==> src/rtl/lasd_pkg.sv <==
// ---------------------------------------------------------------------------
// lasd_pkg -- shared definitions for the register-dump serial transmitter.
//
// Contents:
//   state_t         sequencing states of reg_dump_tx
//   HEADER_DEFAULT  frame sync byte used when no HEADER override is given
//   FRAME_LEN       bytes per frame (header + 8 registers + checksum)
//   LAST_INDEX      byte index of the checksum, the final byte of a frame
//   LAST_DATA_POS   bit position of the last data bit inside one character
//   STOP_POS        bit position of the stop bit inside one character
//   is_reg_index()  true for byte indices that carry a register value
// ---------------------------------------------------------------------------
package lasd_pkg;

    typedef enum logic [2:0] {
        IDLE,
        FETCH,
        START,
        DATA,
        STOP
    } state_t;

    localparam logic [7:0] HEADER_DEFAULT = 8'hA5;
    localparam int         FRAME_LEN      = 10;
    localparam logic [3:0] LAST_INDEX     = 4'(FRAME_LEN - 1);

    // Character layout: position 0 is the start bit, 1..8 the data bits
    // (LSB first) and 9 the stop bit.
    localparam logic [3:0] LAST_DATA_POS  = 4'd8;
    localparam logic [3:0] STOP_POS       = 4'd9;

    // Byte indices 1..8 carry register file contents (reg0..reg7).
    function automatic logic is_reg_index(input logic [3:0] idx);
        return (idx >= 4'd1) && (idx <= 4'd8);
    endfunction

endpackage

==> src/rtl/uart_tx_byte.sv <==
// ---------------------------------------------------------------------------
// uart_tx_byte -- transmits one 8N1 character (start, 8 data LSB first, stop)
// with a programmable bit period.  Sequencing of multi-byte messages is left
// to the instantiating block.
//
// Ports:
//   clk      in   sole clock, rising edge
//   rst      in   synchronous active-high reset
//   load     in   accept data and begin a character (ignored while busy)
//   data     in   byte to send
//   tx       out  registered serial line, idle high
//   ready    out  high when no character is in flight
//   bit_end  out  high in the final clock of the current bit period
//   bit_pos  out  current bit position (0 start, 1..8 data, 9 stop)
// ---------------------------------------------------------------------------
module uart_tx_byte
    import lasd_pkg::*;
#(
    parameter int CLKS_PER_BIT = 434
) (
    input  logic       clk,
    input  logic       rst,
    input  logic       load,
    input  logic [7:0] data,
    output logic       tx,
    output logic       ready,
    output logic       bit_end,
    output logic [3:0] bit_pos
);

    localparam int             CW         = $clog2(CLKS_PER_BIT);
    localparam logic [CW-1:0]  LAST_COUNT = CW'(CLKS_PER_BIT - 1);

    logic          active;
    logic [CW-1:0] count;
    logic [7:0]    shifter;
    logic [3:0]    pos;

    // A bit period ends when the counter reaches CLKS_PER_BIT-1; the line
    // value for the next bit is registered on that same edge so tx never
    // glitches between periods.
    assign bit_end = active && (count == LAST_COUNT);
    assign ready   = !active;
    assign bit_pos = pos;

    // Character engine.  Loading drives the start bit immediately on the
    // following edge, so a character takes exactly 10 bit periods after the
    // load cycle.  The shifter is consumed from bit 0 upward, giving LSB-first
    // order; after the last data bit the line returns high for the stop bit
    // and stays high once the character is finished.
    always_ff @(posedge clk) begin
        if (rst) begin
            active  <= 1'b0;
            count   <= '0;
            pos     <= 4'd0;
            shifter <= 8'h00;
            tx      <= 1'b1;
        end else if (load && !active) begin
            active  <= 1'b1;
            count   <= '0;
            pos     <= 4'd0;
            shifter <= data;
            tx      <= 1'b0;
        end else if (active) begin
            if (bit_end) begin
                count <= '0;
                if (pos == STOP_POS) begin
                    active <= 1'b0;
                    pos    <= 4'd0;
                    tx     <= 1'b1;
                end else begin
                    pos <= pos + 4'd1;
                    if (pos < LAST_DATA_POS) begin
                        tx      <= shifter[0];
                        shifter <= {1'b0, shifter[7:1]};
                    end else begin
                        tx <= 1'b1;
                    end
                end
            end else begin
                count <= count + 1'b1;
            end
        end
    end

endmodule

==> src/rtl/reg_dump_tx.sv <==
// ---------------------------------------------------------------------------
// reg_dump_tx -- on request, reads an 8-entry register file and sends it as a
// 10-byte serial frame: HEADER, reg0..reg7, XOR checksum of the 8 registers.
//
// Ports:
//   clk    in   sole clock, rising edge
//   rst    in   synchronous active-high reset
//   start  in   request one frame (only honoured while idle)
//   ra     out  registered register-file read address
//   rd     in   register-file read data, combinational from ra
//   tx     out  registered 8N1 serial line, idle high
//   busy   out  high for the whole frame
//   done   out  one-cycle pulse in the first idle cycle after a frame
// ---------------------------------------------------------------------------
module reg_dump_tx
    import lasd_pkg::*;
#(
    parameter int         CLKS_PER_BIT = 434,
    parameter logic [7:0] HEADER       = HEADER_DEFAULT
) (
    input  logic       clk,
    input  logic       rst,
    input  logic       start,
    output logic [2:0] ra,
    input  logic [7:0] rd,
    output logic       tx,
    output logic       busy,
    output logic       done
);

    state_t     state;
    state_t     next_state;
    logic [3:0] index;
    logic [7:0] checksum;
    logic       load;
    logic [7:0] load_byte;
    logic       tx_ready;
    logic       bit_end;
    logic [3:0] bit_pos;
    logic       frame_end;

    // The character engine owns bit timing; this block only decides which
    // byte goes next and when the frame is over.
    uart_tx_byte #(
        .CLKS_PER_BIT(CLKS_PER_BIT)
    ) u_byte (
        .clk    (clk),
        .rst    (rst),
        .load   (load),
        .data   (load_byte),
        .tx     (tx),
        .ready  (tx_ready),
        .bit_end(bit_end),
        .bit_pos(bit_pos)
    );

    assign frame_end = (state == STOP) && bit_end && (index == LAST_INDEX);

    // State register.
    always_ff @(posedge clk) begin
        if (rst) begin
            state <= IDLE;
        end else begin
            state <= next_state;
        end
    end

    // Next-state logic.  START/DATA/STOP mirror the character engine's bit
    // position so the sequencer knows when a byte has fully left the line;
    // after the stop bit either the next byte is fetched or the frame ends.
    always_comb begin
        next_state = state;
        unique case (state)
            IDLE:  if (start) next_state = FETCH;
            FETCH: next_state = START;
            START: if (bit_end) next_state = DATA;
            DATA:  if (bit_end && (bit_pos == LAST_DATA_POS)) next_state = STOP;
            STOP:  if (bit_end) next_state = (index == LAST_INDEX) ? IDLE : FETCH;
            default: next_state = IDLE;
        endcase
    end

    // Output decode.  The byte handed to the engine in FETCH is the header,
    // the live register read data, or the accumulated checksum depending on
    // which slot of the frame is being sent.
    always_comb begin
        busy = (state != IDLE);
        load = (state == FETCH) && tx_ready;
        if (index == 4'd0) begin
            load_byte = HEADER;
        end else if (is_reg_index(index)) begin
            load_byte = rd;
        end else begin
            load_byte = checksum;
        end
    end

    // Frame bookkeeping.  ra is pointed at the next register as the previous
    // byte finishes, so it is already stable through the whole FETCH cycle
    // that samples rd.  The checksum folds in each register byte exactly as
    // it is captured, so mid-frame register writes are reflected consistently.
    always_ff @(posedge clk) begin
        if (rst) begin
            index    <= 4'd0;
            ra       <= 3'd0;
            checksum <= 8'h00;
            done     <= 1'b0;
        end else begin
            done <= frame_end;
            if ((state == IDLE) && start) begin
                index    <= 4'd0;
                ra       <= 3'd0;
                checksum <= 8'h00;
            end else if ((state == FETCH) && is_reg_index(index)) begin
                checksum <= checksum ^ rd;
            end else if ((state == STOP) && bit_end && (index != LAST_INDEX)) begin
                index <= index + 4'd1;
                ra    <= index[2:0];
            end
        end
    end

endmodule

==> config.mk <==
export PLATFORM = sky130hd
export DESIGN_NAME = reg_dump_tx
export DESIGN_NICKNAME = d
export VERILOG_FILES = /design/src/rtl/lasd_pkg.sv /design/src/rtl/uart_tx_byte.sv /design/src/rtl/reg_dump_tx.sv
export SDC_FILE = /design/constraint.sdc
export NUM_CORES = 1
export LEC_CHECK = 0
export ABC_AREA = 1
export ABC_CLOCK_PERIOD_IN_PS = 2700
export CAP_MARGIN = 20
export CORE_ASPECT_RATIO = 1.1
export CORE_UTILIZATION = 60
export CTS_CLUSTER_DIAMETER = 40
export DETAILED_ROUTE_END_ITERATION = 16
export GPL_TIMING_DRIVEN = 0
export PLACE_DENSITY_LB_ADDON = 0.08
export SETUP_SLACK_MARGIN = 0.3
export SYNTH_ARGS = -nofsm -noshare
export SYNTH_HDL_FRONTEND = slang
export SYNTH_HIERARCHICAL = 1
export SYNTH_SLANG_ARGS = --single-unit
==> constraint.sdc <==
create_clock -name clk -period 2.7 [get_ports clk]
set_input_delay 0.27 -clock clk [delete_from_list [all_inputs] [get_ports clk]]
set_output_delay 0.27 -clock clk [all_outputs]
set_load 0.1 [all_outputs]
==> reports/metrics.csv, run 1 <==
metric,value,unit
cp_cell_sequence,clkdlybuf4s50_1,
syn_avg_cell_area,6.905,um^2
overflow,0,
dieArea,4297,um^2
crit_family,buffers and inverters,
power_frac_clock,0.212,
p_leak,1.153,nW
max_stage_delay,1.13,ns
layout_common_cells,"nand2_1, nor2_1, dfxtp_1, inv_1, nand3_1",
drcViolationCount,0,
syn-instance-count,351,
drv_slew,0,
hp-class,register to register,
fillers,306,
worstMarginPinSlew,0.9641,ns
cts_max_path_buffers,2,
syn_nets,368,
total_power,1.965,mW
via_per_inst,4.988,
cts_resized,0,
wl_per_cell,10.66,um
fin_crit,2.040,ns
cp.arrival,1.77,ns
finalClockSkew,0.005736,ns
p_int,1.180,mW
htreeDepth,2,
cp_max_fo,2,
fin_util,0.7324,
dr.pass1.iters,4,
critPathRequiredTime,2.43,ns
ys_seq_elements,42,
period_share,0.7554,
final_hold_viol_count,0,
gp_congestion,0.7995,
nets,391,
clk_latency,0.29,ns
synth_area,2424,um^2
yosys.area_share.adder,0.03098,
postCtsHoldBufs,0,
critPathBufInv,1,
max_freq,0.4903,GHz
areaGrowthSynthToFinish,13.06,%
swShare,0.3993,
crit_type,register to output pin,
rr_worst_depth,14,
max_slew_margin,0.3552,
cts_tree,yes,
rsz0062_at_grt,false,
cp_slowest_cell,clkdlybuf4s50_1,
dieWidth,62.60,um
synth_top_family_by_area,simple AND/OR/NAND/NOR gates,
synth_xor_area_frac,0.03975,
ir_drop,395.2,uV
grt_pass1_vias,1988,
grt_max_degree,13,
cts_setup_buffers,0,
antenna_left,0,
dieHeight,68.66,um
via_count,2120,
dp_cells,417,
hpwl,3.466,mm
drt-initial-drc-count,104,
worstSetupPathDepth,1,
yosysUniqueCellTypes,29,
clk_transition_reported_paths,0.08,ns
wl,4.532,mm
netlist.area_leader.share,0.3469,
p_switching,784.6,uW
synth-simple-area-share,0.3774,
cts.sinks,42,
cp-end-kind,output pin,
synth_compound_area_frac,0.1105,
status,"finished, final reports clean",
numCtsBuffers,5,
core_area,3741,um^2
track_usage,0.2344,
yosys_warnings,6,
synth_area_leader_cell,dfxtp_1,
antenna_found_initial,0,
antenna_cells,0,
hold_depth,2,
max-cap-violations,0,
cts_root_buf,clkbuf_8,
final_common_cell,nand2_1,
top_level_ports,17,
layout-drive-gt1-share,0.1200,
io_buffers,16,
p_seq_frac,0.393,
final_cells,425,
synthTopCellsByArea,"dfxtp_1, nand2_1, nor2_1, inv_1, nand3_1",
setup_tns,0,ns
worst_setup_path_start_kind,register,
rows,23,
initial_core_util,0.6478,
setup_viol,0,
seq_area_frac_synth,0.3469,
grt_pass1_wl,8.073,mm
power_density,717.1,nW/um^2
pwr-share-comb,0.395,
synth.area.mux_share,0,
[routing by layer]
metal / part of all wire / track usage / vias up / wire, um
li1: - / - / 1142 / -
met2: 0.50 / 0.4334 / 27 / 2252
met4: 0.014 / 0.09884 / 0 / 63
met3: 0.027 / 0.05263 / 6 / 123
met5: 0 / 0 / - / 0
met1: 0.46 / 0.2641 / 945 / 2093
[cell type report]
| type | instances | area, um^2 | area share |
|---|---|---|---|
| multi-input cells | 261 | 1354 | 0.4941 |
| flip-flops and latches | 42 | 840.8 | 0.3068 |
| inverters | 42 | 165.2 | 0.06027 |
| repair buffers | 16 | 162.7 | 0.05936 |
| clock buffers | 7 | 86.33 | 0.03151 |
| plain buffers | 6 | 63.81 | 0.02329 |
| well taps | 50 | 62.56 | 0.02283 |
| clock inverters | 1 | 5.005 | 0.001826 |
[flip-flops by register name (all words and copies together) (netlist names), 3 cells and up]
name and flops:
u_byte/shifter 8, checksum 8, index 4, ra 3, u_byte/bit_pos 4, u_byte/count 9, state 3
[cells by family after synthesis]
| group | count (synthesis) |
|---|---|
| AND/OR/NAND/NOR | 202 |
| buffers and inverters | 48 |
| AO/OA/AOI/OAI | 42 |
| flip-flops | 42 |
| XOR/XNOR | 11 |
| adder cells (fa/ha/maj) | 6 |
[cells in the mapped netlist]
cell type  count
inv_4          2
nor2_8         2
buf_6          5
o31ai_1        1
o21ai_2        2
nand3_1       21
nor2_2         1
nor3b_1        2
nor3_1         4
a21oi_2        6
ha_1           6
nand2_2        3
a21oi_1       17
o21ai_4        2
nand3_2        3
nor2_4         1
dfxtp_1       42
nand3b_4       1
clkinv_2       2
nand2_4        3
buf_4          1
xor2_1        11
inv_1         34
o21ai_0       13
nor2_1        52
o211ai_1       1
inv_2          4
nand4_1        4
nand2_1      105
[metrics by stage]
| step | worst slack [ns] | hold WS (ns) | cell area (um^2) |
|---|---|---|---|
| final | 0.6604 | 0.4662 | 2740 |
| after global routing | 0.6258 | 0.5046 | 2740 |
| after CTS | 0.3465 | 0.4703 | 2738 |
| after detailed placement | 0.6712 | 0.4582 | 2646 |
| after global placement | 0.6757 | 0.4517 | 2646 |
| after floorplan | 1.128 | 0.3391 | 2424 |
[path summary, 6_finish.rpt]
kind                                     endpoint  slack, ns      start
worst max-delay path                           tx       0.66  u_byte/tx
worst min-delay path                        ra[2]       0.47      ra[2]
worst max register to register  u_byte/shifter[1]       0.88   index[0]
worst min register to register              ra[2]       0.47      ra[2]
[power groups by stage]
| stage | Clock [mW] | Combinational [mW] | Sequential, mW |
|---|---|---|---|
| 2_1_floorplan | 0 | 0.595 | 0.817 |
| 3_3_place_gp | 0 | 0.770 | 0.780 |
| 3_5_place_dp | 0 | 0.782 | 0.784 |
| 4_1_cts | 0.427 | 0.785 | 0.770 |
| 5_1_grt | 0.448 | 0.876 | 0.785 |
| 6_report | 0.416 | 0.777 | 0.772 |
Note: power is estimated with default switching activity, not from simulation.
==> inputs of run 2 (changes only) <==
--- a/config.mk
+++ b/config.mk
@@ -6,10 +6,10 @@
 export NUM_CORES = 1
 export LEC_CHECK = 0
 export ABC_AREA = 1
-export ABC_CLOCK_PERIOD_IN_PS = 2700
+export ABC_CLOCK_PERIOD_IN_PS = 1800
 export CAP_MARGIN = 20
 export CORE_ASPECT_RATIO = 1.1
-export CORE_UTILIZATION = 60
+export CORE_UTILIZATION = 53
 export CTS_CLUSTER_DIAMETER = 40
 export DETAILED_ROUTE_END_ITERATION = 16
 export GPL_TIMING_DRIVEN = 0
==> constraint.sdc (replaced) <==
create_clock -name clk -period 1.8 [get_ports clk]
set_input_delay 0.18 -clock clk [delete_from_list [all_inputs] [get_ports clk]]
set_output_delay 0.18 -clock clk [all_outputs]
set_load 0.1 [all_outputs]
==> reports/metrics.csv, run 2 (synthesis results as in run 1) <==
metric,value,unit,change
fillers,331,,+8.2%
dp_cells,421,,+0.96%
dieHeight,72.93,um,+6.2%
antenna_found_initial,0,,unchanged
ir_drop,593.0,uV,+50%
top_regs,"u_byte/count (9), checksum (8), u_byte/shifter (8)",,
wl_per_cell,11.86,um,+11%
max-cap-violations,0,,unchanged
final_cells,456,,+7.3%
grt_pass1_vias,2142,,+7.7%
worst_setup_path_start_kind,register,,
gp_congestion,0.8190,,+2.4%
drt-initial-drc-count,93,,-11%
grt_pass1_wl,8.790,mm,+8.9%
finalClockSkew,0.01487,ns,+0.009135 ns
layout_common_cells,"nand2_1, nor2_1, dfxtp_1, inv_1, buf_4",,
worstMarginPinSlew,0.5461,ns,-0.4181 ns
total_power,3.220,mW,+64%
rsz0062_at_grt,true,,
cp-end-kind,register,,
cts_max_path_buffers,2,,unchanged
cp_max_fo,7,,+5
largest_register_ff_count,9,,unchanged
drv_slew,0,,unchanged
final_hold_viol_count,0,,unchanged
critPathRequiredTime,2.00,ns,-0.43 ns
overflow,0,,unchanged
p_leak,1.363,nW,+18%
hp-class,register to register,,
max_slew_margin,0.6377,,+0.2824
status,"finished, final reports clean",,
wl,5.410,mm,+19%
grt_max_degree,14,,+1
drcViolationCount,0,,unchanged
cts_root_buf,clkbuf_8,,
dieArea,4848,um^2,+13%
initial_core_util,0.5574,,-0.09042
antenna_cells,0,,unchanged
track_usage,0.2353,,+0.0008129
period_share,0.8904,,
final_common_cell,nand2_1,,
via_count,2310,,+9.0%
max_freq,0.6239,GHz,
power_density,997.9,nW/um^2,+39%
core_area,4348,um^2,+16%
cts.sinks,42,,unchanged
fin_util,0.7422,,+0.009717
htreeDepth,2,,unchanged
setup_slack,0.1973,ns,-0.4631 ns
numCtsBuffers,5,,unchanged
rows,25,,+8.7%
cts_tree,yes,,
fin_crit,1.603,ns,
dr.pass1.iters,4,,unchanged
areaGrowthSynthToFinish,33.14,%,
top_level_ports,17,,unchanged
clk_latency,0.31,ns,+0.02 ns
clk_transition_reported_paths,0.08,ns,about the same
layout-drive-gt1-share,0.3109,,+0.1909
place_ws,-0.1321,ns,-0.8033 ns
dieWidth,66.48,um,+6.2%
hpwl,3.495,mm,+0.83%
nets,418,,+6.9%
io_buffers,16,,unchanged
via_per_inst,5.066,,+1.6%
cp.arrival,1.80,ns,+0.03 ns
regMostFlops,u_byte/count,,
setup_viol,0,,unchanged
postCtsHoldBufs,0,,unchanged
antenna_left,0,,unchanged
crit_type,register to register,,
[run 2: cell count changes in the layout (fill, tap and decap cells not counted), moves of 5 or more]
cell | before | now
inv_1 | 34 | 27
clkdlybuf4s50_1 | 15 | 10
clkdlybuf4s15_2 | 0 | 5
buf_4 | 1 | 23
nand2_1 | 105 | 94
dfxtp_1 | 42 | 37
nor2_1 | 52 | 41
nand2_4 | 3 | 8
a21oi_1 | 17 | 12
a21oi_2 | 6 | 11
nand2_2 | 3 | 9
nor2_2 | 1 | 6
nor2_4 | 1 | 7
[run 2: power by group]
| part | total (mW) | switching, mW | leakage, nW | internal [mW] |
|---|---|---|---|---|
| sequential | 1.17 | 0.103 | 0.343 | 1.06 |
| clock | 0.641 | 0.333 | 0.0472 | 0.308 |
| combinational | 1.41 | 0.893 | 0.973 | 0.518 |
| total | 3.22 | 1.33 | 1.36 | 1.89 |
[run 2: path summary, 6_finish.rpt]
| kind | end | slack, ns | start | depth (start not counted) |
|---|---|---|---|---|
| setup reg to reg | u_byte/shifter[0] | 0.20 | index[1] | 13 |
| hold / removal | ra[0] | 0.47 | ra[0] | 2 |
| setup / recovery | u_byte/shifter[0] | 0.20 | index[1] | 13 |
| hold reg to reg | ra[0] | 0.47 | ra[0] | 2 |
[run 2: metal layers]
metal	GRT usage	wire length, um
met5	0	0
met4	0.09220	74
met3	0.04688	116
met2	0.4410	2866
met1	0.2548	2353
[run 2: timing repair]
action / CTS / global route
setup buffers: 19 / 6
cloned: 1 / 1
endpoints found under the setup margin: 31 / 35
resized for setup: 44 / 47
pin swaps: 7 / 25
[run 2: worst max-delay path, cell delays in order (launching register included)]
cell,delay (ns)
dfxtp_4,0.36
inv_4,0.04
ha_2,0.17
inv_2,0.06
nand3_4,0.10
nand2_4,0.13
inv_6,0.06
buf_4,0.13
nand2_1,0.05
nand3_1,0.07
nand2_1,0.09
nand2_1,0.05
a21oi_1,0.11
nor2_1,0.06
[run 2: through the flow]
step	hold slack, ns	TNS (ns)	area (um^2)
floorplan	0.2491	0	2455
global placement	0.4518	-0.1235	2683
detailed placement	0.4553	-0.1321	2683
CTS	0.4641	0	3017
global route	0.5051	0	3227
finish	0.4715	0	3227
[run 2: area by class of cell]
class | instances | area, um^2 | area share
plain buffers | 6 | 67.56 | 0.02094
clock buffers | 6 | 82.58 | 0.02559
clock inverters | 2 | 12.51 | 0.003877
inverters | 42 | 205.2 | 0.06359
multi-input cells | 262 | 1570 | 0.4866
flip-flops and latches | 42 | 852.1 | 0.2641
well taps | 54 | 67.56 | 0.02094
repair buffers | 41 | 362.8 | 0.1124
repair inverters | 1 | 6.256 | 0.001939
==> inputs of run 3 (changes only) <==
--- a/config.mk
+++ b/config.mk
@@ -19,3 +19,4 @@
 export SYNTH_HDL_FRONTEND = slang
 export SYNTH_HIERARCHICAL = 1
 export SYNTH_SLANG_ARGS = --single-unit
+export TNS_END_PERCENT = 10
==> reports/metrics.csv, run 3 (synthesis results as in run 1) <==
metric,value,unit,change
status,"finished, final reports clean",,
dieWidth,66.48,um,unchanged
largest_register_ff_count,9,,unchanged
rrSetupSlack,0.21,ns,about the same
worst_setup_path_start_kind,register,,
cts_root_buf,clkbuf_8,,
placed_area,2681,um^2,about the same
swShare,0.3765,,-0.03622
pwr-share-comb,0.381,,-0.057
cts.sinks,42,,unchanged
critPathBufInv,1,,-3
postCtsHoldBufs,0,,unchanged
max_freq,0.6138,GHz,-1.6%
top_level_ports,17,,unchanged
regMostFlops,u_byte/count,,
wl,5.154,mm,-4.7%
clk_latency,0.30,ns,about the same
drcViolationCount,0,,unchanged
p_switching,1.265,mW,-4.8%
nets,413,,-1.2%
crit_type,register to output pin,,
fin_crit,1.629,ns,+0.02646 ns
rsz0062_at_grt,true,,
grt_pass1_vias,1877,,-12%
initial_core_util,0.5574,,unchanged
critPathRequiredTime,1.62,ns,-0.38 ns
core_area,4348,um^2,unchanged
rows,25,,unchanged
busiest_layer,met2,,
grtUsageMet2,0.3810,,-0.06009
cts_tree,yes,,
use_met1,0.2625,,+0.007626
gp_congestion,0.7867,,-3.9%
wl_per_cell,11.43,um,-3.7%
worstMarginPinSlew,0.9457,ns,+0.3996 ns
cp_cell_sequence,clkdlybuf4s15_1,,
p_int,2.094,mW,+11%
finalClockSkew,0.01384,ns,-0.001027 ns
via_per_inst,5.007,,-1.2%
track_usage,0.2194,,-0.01589
dieArea,4848,um^2,unchanged
final_common_cell,nand2_1,,
cts_max_path_buffers,2,,unchanged
antenna_cells,0,,unchanged
io_buffers,16,,unchanged
antenna_found_initial,0,,unchanged
dieHeight,72.93,um,unchanged
overflow,0,,unchanged
hpwl,3.437,mm,-1.7%
clk_transition_reported_paths,0.08,ns,about the same
p_leak,1.331,nW,-2.4%
antenna_left,0,,unchanged
top_regs,"u_byte/count (9), checksum (8), u_byte/shifter (8)",,
setup_viol,0,,unchanged
max_slew_margin,0.3720,,-0.2657
grt_max_degree,14,,unchanged
ir_drop,625.2,uV,+5.4%
numCtsBuffers,5,,unchanged
cp.arrival,1.45,ns,-0.35 ns
drv_slew,0,,unchanged
crit_family,buffers and inverters,,
p_seq_frac,0.347,,-0.016
whs,0.4677,ns,-0.003776 ns
grt_pass1_wl,8.169,mm,-7.1%
gr-usage-met3,0.04688,,unchanged
final_hold_viol_count,0,,unchanged
max-cap-violations,0,,unchanged
areaGrowthSynthToFinish,29.84,%,
via_count,2258,,-2.3%
htreeDepth,2,,unchanged
max_stage_delay,0.82,ns,+0.46 ns
cp_slowest_cell,clkdlybuf4s15_1,,
layout-drive-gt1-share,0.2645,,-0.04646
power_frac_clock,0.272,,+0.073
cp_max_fo,2,,-5
drt-initial-drc-count,104,,+12%
power_density,1067,nW/um^2,+7.0%
final_area,3147,um^2,-2.5%
layout_common_cells,"nand2_1, nor2_1, dfxtp_1, inv_1, buf_4",,
period_share,0.9051,,+0.01470
cp-end-kind,output pin,,
dr.pass1.iters,4,,unchanged
hp-class,register to register,,
-- run 3: cell count changes in the layout (fill, tap and decap cells not counted), sizes merged --
cell / previous run / this run
clkinv: 4 / 0
buf: 32 / 28
inv: 40 / 42
bufinv: 0 / 2
clkinvlp: 1 / 0
-- run 3: final timing paths --
path / endpoint / from / cells after the start
setup / recovery: ra[2] / ra[2] / 1
hold / removal: ra[2] / ra[2] / 2
setup reg to reg: u_byte/shifter[0] / index[1] / 13
hold reg to reg: ra[2] / ra[2] / 2
-- run 3: power by group through the flow --
stage / registers (mW) / clock network, mW / logic (mW)
final: 1.17 / 0.912 / 1.28
after global routing: 1.18 / 0.979 / 1.43
after CTS: 1.16 / 0.932 / 1.18
after detailed placement: 1.18 / 0 / 1.19
after global placement: 1.17 / 0 / 1.18
after floorplan: 1.22 / 0 / 0.908
-- run 3: timing repair --
| item | in CTS | in global routing |
|---|---|---|
| resized for setup | 15 | 50 |
| cloned | 0 | 1 |
| buffers inserted | 3 | 18 |
| pin swaps | 2 | 20 |
| setup endpoints to repair | 33 | 45 |
-- run 3: through the flow --
stage	worst slack, ns	TNS (ns)	std cells	util	total power, mW
2_1_floorplan	0.2977	0	351	-	2.133
3_3_place_gp	-0.1245	-0.1245	421	0.6167	2.353
3_5_place_dp	-0.1380	-0.1380	421	0.6167	2.369
4_1_cts	0.1303	0	432	0.6535	3.271
5_1_grt	0.05482	0	451	0.7237	3.594
6_report	0.1708	0	451	0.7237	3.359
-- run 3: layout make-up --
| class | instances | area (um^2) |
|---|---|---|
| multi-input combinational | 262 | 1514 |
| fill | 351 | 1201 |
| sequential | 42 | 853.3 |
| timing repair buffer | 37 | 315.3 |
| inverter | 42 | 190.2 |
| clock buffer | 6 | 82.58 |
| tap | 54 | 67.56 |
| buffer | 6 | 63.81 |
| clock inverter | 2 | 60.06 |
-- run 3: metal layers --
metal / vias up / wire, um / part of all wire
li1: 1193 / - / -
met1: 1026 / 2283 / 0.44
met2: 29 / 2630 / 0.51
met3: 10 / 115 / 0.022
met4: 0 / 125 / 0.024
met5: - / 0 / 0
